`src/rtl/cpu_pkg.sv`:
```
// Shared CPU definitions: instruction width, sequencer states,
// reset PC default and the jump-condition helper.
package cpu_pkg;

  localparam int          INSTR_W      = 16;
  localparam int          PC_W_DEF     = 16;
  localparam logic [15:0] CPU_RESET_PC = 16'h0000;

  typedef enum logic [1:0] {
    IDLE  = 2'd0,
    FETCH = 2'd1,
    EXEC  = 2'd2
  } state_t;

  function automatic logic take_jump(
    input logic jz,
    input logic z
  );
    return jz & z;
  endfunction

endpackage

```
`src/rtl/cpu_pc.sv`:
```
// Program counter: holds pc, advances by one (wrapping) or loads
// the jump target when i_adv is high. Ports: i_adv, i_jump, i_target, o_pc.
module cpu_pc
  import cpu_pkg::*;
#(
  parameter int              PC_W     = PC_W_DEF,
  parameter logic [PC_W-1:0] RESET_PC = '0
) (
  input  logic            clk,
  input  logic            rst_n,
  input  logic            i_adv,
  input  logic            i_jump,
  input  logic [PC_W-1:0] i_target,
  output logic [PC_W-1:0] o_pc
);

  logic [PC_W-1:0] r_pc;
  logic [PC_W-1:0] w_pc_inc;
  logic [PC_W-1:0] w_pc_nxt;

  // natural modulo-2^PC_W wrap of the adder
  assign w_pc_inc = r_pc + PC_W'(1);
  assign w_pc_nxt = i_jump ? i_target : w_pc_inc;

  always_ff @(posedge clk or negedge rst_n) begin
    if (!rst_n) begin
      r_pc <= RESET_PC;
    end else if (i_adv) begin
      r_pc <= w_pc_nxt;
    end
  end

  assign o_pc = r_pc;

endmodule

```
`src/rtl/cpu_sequencer.sv`:
```
// Multi-cycle fetch/execute sequencer: IDLE -> FETCH (req/ack) -> EXEC.
// Ports: run/step start, imem_* fetch bus, ir to decoder, jmp_if_z/zero/
// jump_target for branch, exec_en strobe, pc, busy, retired count.
// Optional single-step start from IDLE when CPU_SEQ_STEP_EN is defined.
module cpu_sequencer
  import cpu_pkg::*;
#(
  parameter int              PC_W     = PC_W_DEF,
  parameter logic [PC_W-1:0] RESET_PC = PC_W'(CPU_RESET_PC)
) (
  input  logic               clk,
  input  logic               rst_n,
  input  logic               run,
  input  logic               step,
  output logic               imem_req,
  output logic [PC_W-1:0]    imem_addr,
  input  logic               imem_ack,
  input  logic [INSTR_W-1:0] imem_rdata,
  output logic [INSTR_W-1:0] ir,
  input  logic               jmp_if_z,
  input  logic               zero,
  input  logic [PC_W-1:0]    jump_target,
  output logic               exec_en,
  output logic [PC_W-1:0]    pc,
  output logic               busy,
  output logic [31:0]        retired
);

  state_t             r_state;
  state_t             w_state_nxt;
  logic [INSTR_W-1:0] r_ir;
  logic [31:0]        r_retired;
  logic               w_start;
  logic               w_load_ir;
  logic               w_jump;
  logic [PC_W-1:0]    w_pc;

`ifdef CPU_SEQ_STEP_EN
  // run and step both start from IDLE; the exit from EXEC only
  // looks at run, so a step alone retires exactly one instruction
  assign w_start = run | step;
`else
  assign w_start = run | (step & 1'b0);
`endif

  always_ff @(posedge clk or negedge rst_n) begin
    if (!rst_n) begin
      r_state <= IDLE;
    end else begin
      r_state <= w_state_nxt;
    end
  end

  always_comb begin
    w_state_nxt = r_state;
    imem_req    = 1'b0;
    exec_en     = 1'b0;
    busy        = 1'b1;
    w_load_ir   = 1'b0;
    unique case (r_state)
      IDLE: begin
        busy = 1'b0;
        if (w_start) begin
          w_state_nxt = FETCH;
        end
      end
      FETCH: begin
        imem_req = 1'b1;
        if (imem_ack) begin
          w_load_ir   = 1'b1;
          w_state_nxt = EXEC;
        end
      end
      EXEC: begin
        exec_en     = 1'b1;
        w_state_nxt = run ? FETCH : IDLE;
      end
      default: begin
        w_state_nxt = IDLE;
      end
    endcase
  end

  always_ff @(posedge clk or negedge rst_n) begin
    if (!rst_n) begin
      r_ir <= '0;
    end else if (w_load_ir) begin
      r_ir <= imem_rdata;
    end
  end

  always_ff @(posedge clk or negedge rst_n) begin
    if (!rst_n) begin
      r_retired <= '0;
    end else if (exec_en) begin
      r_retired <= r_retired + 32'd1;
    end
  end

  assign w_jump = take_jump(jmp_if_z, zero);

  cpu_pc #(
    .PC_W     (PC_W),
    .RESET_PC (RESET_PC)
  ) u_pc (
    .clk      (clk),
    .rst_n    (rst_n),
    .i_adv    (exec_en),
    .i_jump   (w_jump),
    .i_target (jump_target),
    .o_pc     (w_pc)
  );

  assign pc        = w_pc;
  assign imem_addr = w_pc;
  assign ir        = r_ir;
  assign retired   = r_retired;

endmodule

```
`config.mk`:
```
export PLATFORM = sky130hd
export DESIGN_NAME = cpu_sequencer
export DESIGN_NICKNAME = d
export VERILOG_FILES = /design/src/rtl/cpu_pkg.sv /design/src/rtl/cpu_pc.sv /design/src/rtl/cpu_sequencer.sv
export SDC_FILE = /design/constraint.sdc
export NUM_CORES = 1
export LEC_CHECK = 0
export BUFFER_PORTS_ARGS = -buffer_cell sky130_fd_sc_hd__buf_2
export CAP_MARGIN = 20
export CORE_ASPECT_RATIO = 1.75
export CORE_UTILIZATION = 35
export DETAILED_ROUTE_END_ITERATION = 8
export SLEW_MARGIN = 20
export SYNTH_ARGS = -nofsm -noshare
export SYNTH_HDL_FRONTEND = slang
export SYNTH_SLANG_ARGS = --single-unit
```
`constraint.sdc`:
```
create_clock -name clk -period 2.65 [get_ports clk]
set_clock_uncertainty 0.05 [all_clocks]
set_input_delay 0.1325 -clock clk [delete_from_list [all_inputs] [get_ports clk]]
set_output_delay 0.1325 -clock clk [all_outputs]
set_load 0.02 [all_outputs]
```
; Yosys cells after proc, flatten, opt, wreduce, memory -nomap -nowiden
; Cells that the tools add are included.
; W data, S select, Z words.
[totals]
in_bits = 39
elab_cells = 23
mem_bits_ro = 0
reg_bits = 66
ramBits = 0
n_memories = 0
latch_bits = 0
out_inout_bits = 83
[classes]
n_reduce_logical = 2
div_mod_pow = 0
n_lt_le_gt_ge = 0
multipliers = 0
muxes = 10
shifts = 0
add_sub_neg = 2
n_eq_ne = 4
bitwise = 1
[op_table]
columns = cell, count
row1 = $add A32 B1 Y32 const B, 1
row2 = $add A16 B1 Y16 const B, 1
row3 = $mux W16, 1
row4 = $mux W1, 6
row5 = $pmux W2 S3, 1
row6 = $mux W2, 2
row7 = $ne A2 B2 Y1 const B, 2
row8 = $eq A2 B1 Y1 const B, 1
row9 = $eq A2 B2 Y1 const B, 1
row10 = $logic_not A2 Y1, 1
row11 = $reduce_and A2 Y1, 1
row12 = $and A1 B1 Y1, 1

; Longest topological paths before layout
; Gate-level depths: netlist of run 1.
[logic_depth]
ltp_word = 3
mapped_depth = 6
mapped_depth_nobuf = 5

; Modules after synthesis
; From an unflattened synthesis of run 1, not the netlist that was laid out.
[hier_totals]
cells_unflattened = 308
area_unflattened_um2 = 3314.4
[modules_own_cells]
columns = module, area_each_um2, n_inst, seq_area_each_um2, cells_per_inst
row1 = cpu_sequencer, 2279.7, 1, 1251.2, 187
row2 = cpu_pc, 1034.7, 1, 400.4, 121

; Least setup slack after synthesis of run 1
; Ideal clock, no wire load.
[synth_path]
kind = flip-flop to flip-flop
start = reg r_retired[0] (netlist: retired[0])
end = reg r_retired[28] (netlist: retired[28])
slack_ns = 0.877
period_less_slack_ns = 1.773
n_path_buf = 0
path_stages_with_launch = 6
arrival_ns = 1.593
required_time_ns = 2.470
cell_sequence = dfrtp_1 > ha_1 > and4b_1 > nor4b_4 > nand4_1 > xnor2_1
[synth_between]
elab_chain_len = 1
[synth_rtl]
columns = item, line_no
row1 = start: declaration, cpu_sequencer.sv:32  ; logic [31:0] r_retired;
row2 = start signal: assignment, cpu_sequencer.sv:96  ; r_retired <= r_retired + 32'd1;
row3 = $add A32 B1 Y32, cpu_sequencer.sv:96
; Every way passes these cells.
; A chain may end at the register's enable or synchronous reset.

; Worst setup path after layout of run 1
[layout_path]
start = reg r_state[0]
end = out exec_en
[layout_between]
elab_chain_len = 2
[layout_rtl]
columns = item, line_no
row1 = start: declaration, cpu_sequencer.sv:29  ; state_t r_state;
row2 = start signal: assignment, cpu_sequencer.sv:50  ; r_state <= w_state_nxt;
row3 = $eq A2 B2 Y1, cpu_sequencer.sv:60  ; unique case (r_state)
row4 = $mux W1, cpu_sequencer.sv:60
row5 = end: declaration, cpu_sequencer.sv:23  ; output logic exec_en,
; Every way passes these cells.

==> results.sh, run 1 <==
export IMPL_setup_ws_ns=0.692
export IMPL_clock_fmax_mhz=511
export IMPL_cp_num_buf_inv=3
export IMPL_io_pins=122
export IMPL_wl_met3_um=329
export IMPL_rrSetupSlack_ns=0.74
export IMPL_yosysWarnings=0
export IMPL_viasPerCell=5.10
export IMPL_synth_seq_cells=66
export IMPL_relSlewSlack_pct=55.9
export IMPL_rsz0062_at_grt="no"
export IMPL_grt_max_degree=27
export IMPL_htreeDepth=3
export IMPL_synth_simple_area_share_pct=19.1
export IMPL_synthCells=295
export IMPL_grt_pass1_vias=2741
export IMPL_start_util_pct=35.9
export IMPL_fin_nets=469
export IMPL_cts_sinks=66
export IMPL_worstHoldEndpoint="u_pc.o_pc[9]"
export IMPL_cts_repair_resized=0
export IMPL_ctsHoldBuffers=21
export IMPL_crit_path_end_kind="primary output"
export IMPL_drtPass1Iterations=6
export IMPL_cp_data_required_time_ns=2.47
export IMPL_hold_depth=2
export IMPL_wl_met2_um=4530
export IMPL_gp_congestion=0.862
export IMPL_ys_seq_area_share_pct=51.0
export IMPL_netlist_area_leader_share_pct=51.0
export IMPL_period_share_pct=73.9
export IMPL_min_from="jump_target[9]"
export IMPL_r2r_cells=5
export IMPL_hold_violations=0
export IMPL_synth_top_family_by_area="simple AND/OR/NAND/NOR gates"
export IMPL_synth_fa_ha_area_share_pct=0.772
export IMPL_core_um2=9040
export IMPL_synth_flop_cell="dfrtp_1"
export IMPL_setup_viol_count_final=0
export IMPL_io_buffers=120
export IMPL_synth_area_um2=3240
export IMPL_synth_most_common_cell="dfrtp_1"
export IMPL_p_per_area_nw_per_um2=842
export IMPL_cp_slowest_cell="nand2b_1"
export IMPL_clock_root_buffer="clkbuf_16"
export IMPL_min_path_type="in -> reg"
export IMPL_irDropWorstVdd_uv=491
export IMPL_synth_nets=336
export IMPL_row_count=46
export IMPL_drive_gt1_share_pct=38.6
export IMPL_wl_um=8300
export IMPL_outcome="completed"
export IMPL_r2r_start="retired[0]"
export IMPL_startpoint_type="flop"
export IMPL_area_delta_synth_final_pct=35.3
export IMPL_die_h_um=129
export IMPL_synth_edf_count=0
export IMPL_die_area_um2=9660
export IMPL_synthTopCellsByCount="66 x dfrtp_1, 31 x nand2_1, 26 x xnor2_1"
export IMPL_insertion_delay_ns=0.32
export IMPL_tightest_slew_ns=0.660
export IMPL_crit_type="reg -> out"
export IMPL_ys_types=47
export IMPL_synthXorXnorAreaFrac_pct=8.38
export IMPL_p_leak_nw=2.11
export IMPL_track_usage_pct=18.0
export IMPL_route_detailed_drc=0
export IMPL_slew_violations=0
export IMPL_cp_max_fo=14
export IMPL_drtAntennaViolNets=0
export IMPL_wirelength_met1_um=3190
export IMPL_cts_tree="done"
export IMPL_arrival_ns=1.78
export IMPL_synth_compound_area_share_pct=9.00
export IMPL_maxCapViolations=0
export IMPL_timing_final_crit_period_ns=1.96
export IMPL_rr_endpoint="retired[28]"
export IMPL_die_x_um=74.7
export IMPL_synthMuxAreaShare_pct=6.22
export IMPL_place_hpwl_um=6050
export IMPL_crit_chain="nand2b_1, inv_2, buf_4, buf_2"
export IMPL_avgSynthCellArea_um2=11.0
export IMPL_synth_area_top_cells="dfrtp_1 51%, xnor2_1 7.0%, mux2_2 5.9%"
export IMPL_topRoutingLayerUsed="met4"
export IMPL_tns_ns=0
export IMPL_diodes=0
export IMPL_wl_per_cell_um=15.0
export IMPL_max_stage_delay_ns=0.42
export IMPL_synth_area_leader_cell="dfrtp_1"
export IMPL_post_place_ws_ns=0.726
export IMPL_cts_setup_buffers=0
export IMPL_cp_top_family="buffers and inverters"
export IMPL_cts_path_max_buffers=2
export IMPL_first_iter_violations=101
export IMPL_vias=2821
export IMPL_grt_remaining_overflow=0
export IMPL_antenna_found_initial=0
export IMPL_cts_made_buffers=9
export IMPL_grt_pass1_wl_um=13100
export IMPL_ys_async_sr_fraction_pct=100
export IMPL_cts_clk_slew_worst_paths_ns=0.05
-- metrics by stage --
stage | area [µm²] | utilization [%] | instances | hold slack (ns) | power [mW]
after CTS | 4380 | 48.5 | 553 | 0.00422 | 3.74
after global placement | 3870 | 42.9 | 516 | 0.120 | 2.49
after global routing | 4380 | 48.5 | 553 | 0.00250 | 3.89
after detailed placement | 3870 | 42.9 | 516 | 0.122 | 2.51
after floorplan | 3240 | - | 295 | -0.213 | 2.17
final | 4380 | 48.5 | 553 | 0.0138 | 3.69
-- worst max-delay path by stage --
| stage | endpoint | slack, ns | from | depth (start not counted) |
|---|---|---|---|---|
| finish | exec_en | 0.69 | r_state[0] | 4 |
| global route | exec_en | 0.52 | r_state[0] | 4 |
| CTS | exec_en | 0.64 | r_state[0] | 4 |
| detailed placement | retired[28] | 0.73 | retired[0] | 5 |
| global placement | retired[30] | 0.74 | retired[0] | 5 |
| floorplan | retired[28] | 0.88 | retired[0] | 5 |
-- cell type report --
type                            count  area, µm²
Fill cell                         872       4650
Sequential cell                    66       1650
Multi-Input combinational cell    199       1410
Timing Repair Buffer              147        856
Clock buffer                       14        264
Tap cell                          120        150
Clock inverter                      2       35.0
Inverter                            5       18.8
-- per-layer routing --
layer / track usage (%) / up-vias
li1: - / 1324
met1: 20.9 / 1376
met2: 30.8 / 101
met3: 3.27 / 20
met4: 9.54 / 0
met5: 0 / -
-- cells in the final DEF (no fill, tap or decap), types with 2 or more instances in the layout --
cell type	count
xor2_1	5
buf_2	120
a21oi_1	7
nand4_1	18
clkbuf_8	2
clkbuf_1	3
nor4_1	2
o311ai_0	3
ha_1	2
a311oi_1	2
clkbuf_16	9
inv_1	4
buf_4	6
a2bb2oi_1	4
nand3_1	12
and2_1	4
o22ai_1	5
dfrtp_1	66
xnor2_1	26
nor3_1	5
mux2_2	17
dlygate4sd3_1	21
a22oi_1	2
a221o_1	4
and3_1	9
o41ai_1	2
and4_1	5
nand2_1	31
nor2_1	10
o21ai_0	6
-- sequential cells by signal (all words and copies together), names as in the netlist --
register / cells
retired: 32
u_pc.o_pc: 16
ir: 16
r_state: 2
-- report_power, final --
part,total (mW),internal (mW),leakage (nW),switching [mW]
Combinational,1.11,0.433,1.14,0.678
Sequential,1.40,1.19,0.825,0.210
Clock,1.18,0.778,0.147,0.403
-- cells by family after synthesis --
logic type,after synthesis
adder cells (fa/ha/maj),2
XOR/XNOR,31
multiplexers,18
flip-flops,66
AND/OR/NAND/NOR,108
AO/OA/AOI/OAI,40
buffers and inverters,30
Power figures use the tool's default switching activity.
==> run 2, diff against run 1 <==
==> constraint.sdc (replaced) <==
create_clock -name clk -period 1.7 [get_ports clk]
set_clock_uncertainty 0.05 [all_clocks]
set_input_delay 0.085 -clock clk [delete_from_list [all_inputs] [get_ports clk]]
set_output_delay 0.085 -clock clk [all_outputs]
set_load 0.02 [all_outputs]
==> results.sh, run 2 (synthesized netlist as in run 1, its figures left out) <==
export IMPL_postPlaceCellArea_um2=4060
export IMPL_area_delta_synth_final_pct=45.0
export IMPL_crit_path_end_kind="flop"
export IMPL_finalInstanceArea_um2=4700
export IMPL_crit_chain="ha_4, and4b_1, nor4b_4, buf_6, nand4_1, xnor2_1"
export IMPL_cts_sinks=66
export IMPL_p_leak_nw=2.28
export IMPL_core_um2=9040
export IMPL_p_int_mw=4.15
export IMPL_largest_reg_flops=32
export IMPL_fin_nets=498
export IMPL_startpoint_type="flop"
export IMPL_place_hpwl_um=6210
export IMPL_clock_root_buffer="clkbuf_16"
export IMPL_row_count=46
export IMPL_grt_pass1_wl_um=13600
export IMPL_comb_power_share_pct=31.5
export IMPL_grt_max_degree=53
export IMPL_setup_viol_count_final=0
export IMPL_drtAntennaViolNets=0
export IMPL_die_h_um=129
export IMPL_vias=2907
export IMPL_io_buffers=120
export IMPL_maxCapViolations=0
export IMPL_gp_congestion=0.890
export IMPL_min_from="jump_target[3]"
export IMPL_max_stage_delay_ns=0.38
export IMPL_wl_um=8740
export IMPL_cp_slowest_cell="dfrtp_2"
export IMPL_irDropWorstVdd_uv=831
export IMPL_power_switching_mw=2.14
export IMPL_cts_clk_slew_worst_paths_ns=0.05
export IMPL_start_util_pct=35.9
export IMPL_r2r_start="retired[1]"
export IMPL_cp_max_fo=5
export IMPL_clockPowerShare_pct=34.7
export IMPL_outcome="completed"
export IMPL_wl_per_cell_um=15.0
export IMPL_crit_type="reg -> reg"
export IMPL_period_share_pct=96.1
export IMPL_cp_top_family="simple AND/OR/NAND/NOR gates"
export IMPL_die_x_um=74.7
export IMPL_slew_violations=0
export IMPL_grt_pass1_vias=2820
export IMPL_grt_remaining_overflow=0
export IMPL_insertion_delay_ns=0.33
export IMPL_arrival_ns=1.79
export IMPL_switching_share_pct=34.0
export IMPL_drive_gt1_share_pct=43.7
export IMPL_timing_final_crit_period_ns=1.63
export IMPL_cts_made_buffers=9
export IMPL_hold_depth=3
export IMPL_tightest_slew_ns=0.394
export IMPL_first_iter_violations=155
export IMPL_track_usage_pct=18.8
export IMPL_p_per_area_nw_per_um2=1340
export IMPL_post_route_util_pct=52.0
export IMPL_die_area_um2=9660
export IMPL_seqPwrFrac_pct=33.8
export IMPL_diodes=0
export IMPL_cts_path_max_buffers=2
export IMPL_nFillCells=866
export IMPL_relSlewSlack_pct=73.7
export IMPL_hold_violations=0
export IMPL_viasPerCell=4.99
export IMPL_htreeDepth=3
export IMPL_r2r_cells=6
export IMPL_cp_startpoint="retired[1]"
export IMPL_min_path_type="in -> reg"
export IMPL_route_detailed_drc=0
export IMPL_io_pins=122
export IMPL_cp_depth=6
export IMPL_cp_data_required_time_ns=1.86
export IMPL_cp_num_buf_inv=1
export IMPL_clock_fmax_mhz=612
export IMPL_antenna_found_initial=0
export IMPL_final_cell_mix="120 x buf_2, 63 x dfrtp_1, 31 x nand2_1"
export IMPL_cts_tree="done"
export IMPL_rsz0062_at_grt="yes"
export IMPL_drtPass1Iterations=4
export IMPL_final_common_cell="buf_2"
run 2: area by class of cell:
type | count | area [µm²] | area share (%)
flip-flops and latches | 66 | 1660 | 35.2
repair buffers | 176 | 1100 | 23.3
clock buffers | 10 | 239 | 5.09
multi-input cells | 199 | 1430 | 30.3
well taps | 120 | 150 | 3.19
inverters | 5 | 18.8 | 0.399
clock inverters | 6 | 114 | 2.42
run 2: metal layers:
layer / GRT usage (%) / up-vias / routed length (µm)
li1: - / 1389 / -
met1: 22.0 / 1411 / 3420
met2: 31.7 / 88 / 4710
met3: 3.89 / 19 / 369
met4: 9.21 / 0 / 250
met5: 0 / - / 0
run 2: path summary, 6_finish.rpt:
check,end,slack [ns]
max,retired[20],0.07
min,u_pc.o_pc[3],0.02
max reg2reg,retired[20],0.07
min reg2reg,retired[31],0.41
max in group asynchronous,retired[1],0.82
min in group asynchronous,retired[18],0.17
run 2: tightest hold or removal path, delay by kind of cell:
family / cells / cell delay [ns]
buffers and inverters: 1 / 0.08
AOI/OAI and AO/OA: 2 / 0.19
run 2: repair_timing:
action | in CTS | in global routing
gates resized for setup | 0 | 8
hold buffers | 24 | 0
buffers inserted | 0 | 2
setup endpoints to repair | 0 | 12
hold endpoints to repair | 37 | 0
run 2: power groups by stage:
stage / clock network, mW / logic [mW] / registers (mW)
2_1_floorplan: 0 / 0.904 / 2.49
3_3_place_gp: 0 / 1.90 / 2.12
3_5_place_dp: 0 / 1.91 / 2.13
4_1_cts: 2.23 / 1.96 / 2.11
5_1_grt: 2.29 / 2.15 / 2.16
6_report: 2.18 / 1.98 / 2.12
run 2: stage by stage:
stage / cells / setup TNS [ns] / total power [mW] / setup slack [ns] / hold WS (ns)
6_report: 582 / 0 / 6.28 / 0.0664 / 0.0184
5_1_grt: 582 / -0.113 / 6.60 / -0.0411 / 0.0356
4_1_cts: 579 / 0 / 6.30 / 0.0302 / 0.00753
3_5_place_dp: 539 / 0 / 4.04 / 0.0533 / -0.0197
3_3_place_gp: 539 / 0 / 4.02 / 0.0797 / -0.0319
2_1_floorplan: 295 / 0 / 3.39 / 0.00346 / -0.261
==> run 3, diff against run 2 <==
--- a/config.mk
+++ b/config.mk
@@ -10,6 +10,7 @@
 export CORE_ASPECT_RATIO = 1.75
 export CORE_UTILIZATION = 35
 export DETAILED_ROUTE_END_ITERATION = 8
+export SETUP_SLACK_MARGIN = 0.1
 export SLEW_MARGIN = 20
 export SYNTH_ARGS = -nofsm -noshare
 export SYNTH_HDL_FRONTEND = slang
==> results.sh, run 3 (synthesized netlist as in run 1, its figures left out) <==
export IMPL_outcome="completed"
export IMPL_clock_fmax_mhz=611
export IMPL_area_delta_synth_final_pct=51.6
export IMPL_largest_reg_flops=32
export IMPL_wl_per_cell_um=15.6
export IMPL_row_count=46
export IMPL_p_leak_nw=2.38
export IMPL_start_util_pct=35.9
export IMPL_die_area_um2=9660
export IMPL_crit_path_end_kind="flop"
export IMPL_irDropWorstVdd_uv=946
export IMPL_clock_root_buffer="clkbuf_16"
export IMPL_arrival_ns=1.79
export IMPL_insertion_delay_ns=0.33
export IMPL_core_um2=9040
export IMPL_die_x_um=74.7
export IMPL_die_h_um=129
export IMPL_cp_max_fo=5
export IMPL_final_common_cell="buf_2"
export IMPL_multi_input_area_um2=1580
export IMPL_period_share_pct=96.2
export IMPL_cts_clk_slew_worst_paths_ns=0.05
export IMPL_crit_type="reg -> reg"
export IMPL_vias=2981
export IMPL_startpoint_type="flop"
export IMPL_drive_gt1_share_pct=49.8
export IMPL_route_detailed_drc=0
export IMPL_nFillCells=836
export IMPL_antenna_found_initial=0
export IMPL_setup_viol_count_final=0
export IMPL_io_pins=122
export IMPL_tightest_slew_ns=0.731
export IMPL_rsz0062_at_grt="yes"
export IMPL_place_hpwl_um=6080
export IMPL_fin_cells=590
export IMPL_cts_path_max_buffers=2
export IMPL_slew_violations=0
export IMPL_viasPerCell=5.05
export IMPL_fin_nets=507
export IMPL_diodes=0
export IMPL_post_route_util_pct=54.4
export IMPL_p_per_area_nw_per_um2=1220
export IMPL_cts_tree="done"
export IMPL_htreeDepth=3
export IMPL_seq_area_um2=1670
export IMPL_postPlaceCellArea_um2=4030
export IMPL_gp_congestion=0.827
export IMPL_relSlewSlack_pct=51.3
export IMPL_cts_made_buffers=9
export IMPL_timing_final_crit_period_ns=1.64
export IMPL_grt_remaining_overflow=0
export IMPL_cp_data_required_time_ns=1.86
export IMPL_maxCapViolations=0
export IMPL_grt_max_degree=29
export IMPL_place_inst=529
export IMPL_hold_violations=0
export IMPL_cts_sinks=66
export IMPL_drtPass1Iterations=4
export IMPL_grt_pass1_wl_um=14100
export IMPL_hold_slack_ns=0.00542
export IMPL_finalInstanceArea_um2=4910
export IMPL_final_cell_mix="119 x buf_2, 54 x dfrtp_1, 33 x buf_4"
export IMPL_first_iter_violations=60
export IMPL_drtAntennaViolNets=0
export IMPL_track_usage_pct=19.4
export IMPL_min_path_type="in -> reg"
export IMPL_grt_pass1_vias=2848
export IMPL_io_buffers=120
export IMPL_wl_um=9230
[run 3: where the power goes]
| part | total (mW) | leakage, nW | internal, mW | switching (mW) |
|---|---|---|---|---|
| Sequential | 2.22 | 0.813 | 1.87 | 0.341 |
| Combinational | 2.12 | 1.43 | 0.914 | 1.21 |
| Clock | 1.68 | 0.138 | 1.05 | 0.628 |
[run 3: worst paths after layout]
path / depth (start not counted) / to / slack [ns] / from
max in group asynchronous: 3 / ir[5] / 0.69 / rst_n
min reg2reg: 1 / retired[31] / 0.40 / retired[31]
min: 3 / u_pc.o_pc[3] / 0.005 / jump_target[3]
max reg2reg: 6 / retired[24] / 0.06 / retired[1]
min in group asynchronous: 2 / u_pc.o_pc[5] / 0.30 / rst_n
max: 6 / retired[24] / 0.06 / retired[1]
[run 3: worst max-delay path, cell delays in order (launching register included)]
cell and delay, ns:
dfrtp_2 0.39, ha_4 0.13, and4b_1 0.23, nor4b_4 0.28, buf_6 0.17, nand4_1 0.11
xnor2_1 0.15
[run 3: repair_timing]
item                                    CTS  global route
gates resized for setup                  10            37
gates cloned                              0             3
buffers inserted                          3            15
endpoints found under the setup margin   11            30
hold buffers                             25             0
pin swaps                                 0            15
endpoints found under the hold margin    49             0
[run 3: routing by layer]
metal,wire length (µm),up-vias,global-route usage (%)
li1,-,1399,-
met1,3610,1479,22.6
met2,5050,85,32.8
met3,293,18,4.67
met4,280,0,9.21
met5,0,-,0
[run 3: through the flow]
stage / power (mW) / setup WS, ns / setup TNS (ns)
6_report: 6.01 / 0.0643 / 0
5_1_grt: 6.36 / -0.0495 / -0.246
4_1_cts: 5.76 / 0.0860 / 0
3_5_place_dp: 3.97 / 0.0750 / 0
3_3_place_gp: 3.93 / 0.121 / 0
2_1_floorplan: 3.41 / 0.0282 / 0
[run 3: final cells by class]
| class | instances | share of cell area, % |
|---|---|---|
| Sequential cell | 66 | 33.9 |
| Multi-Input combinational cell | 199 | 32.1 |
| Timing Repair Buffer | 185 | 25.0 |
| Clock buffer | 12 | 5.22 |
| Tap cell | 120 | 3.06 |
| Inverter | 5 | 0.433 |
| Clock inverter | 3 | 0.306 |
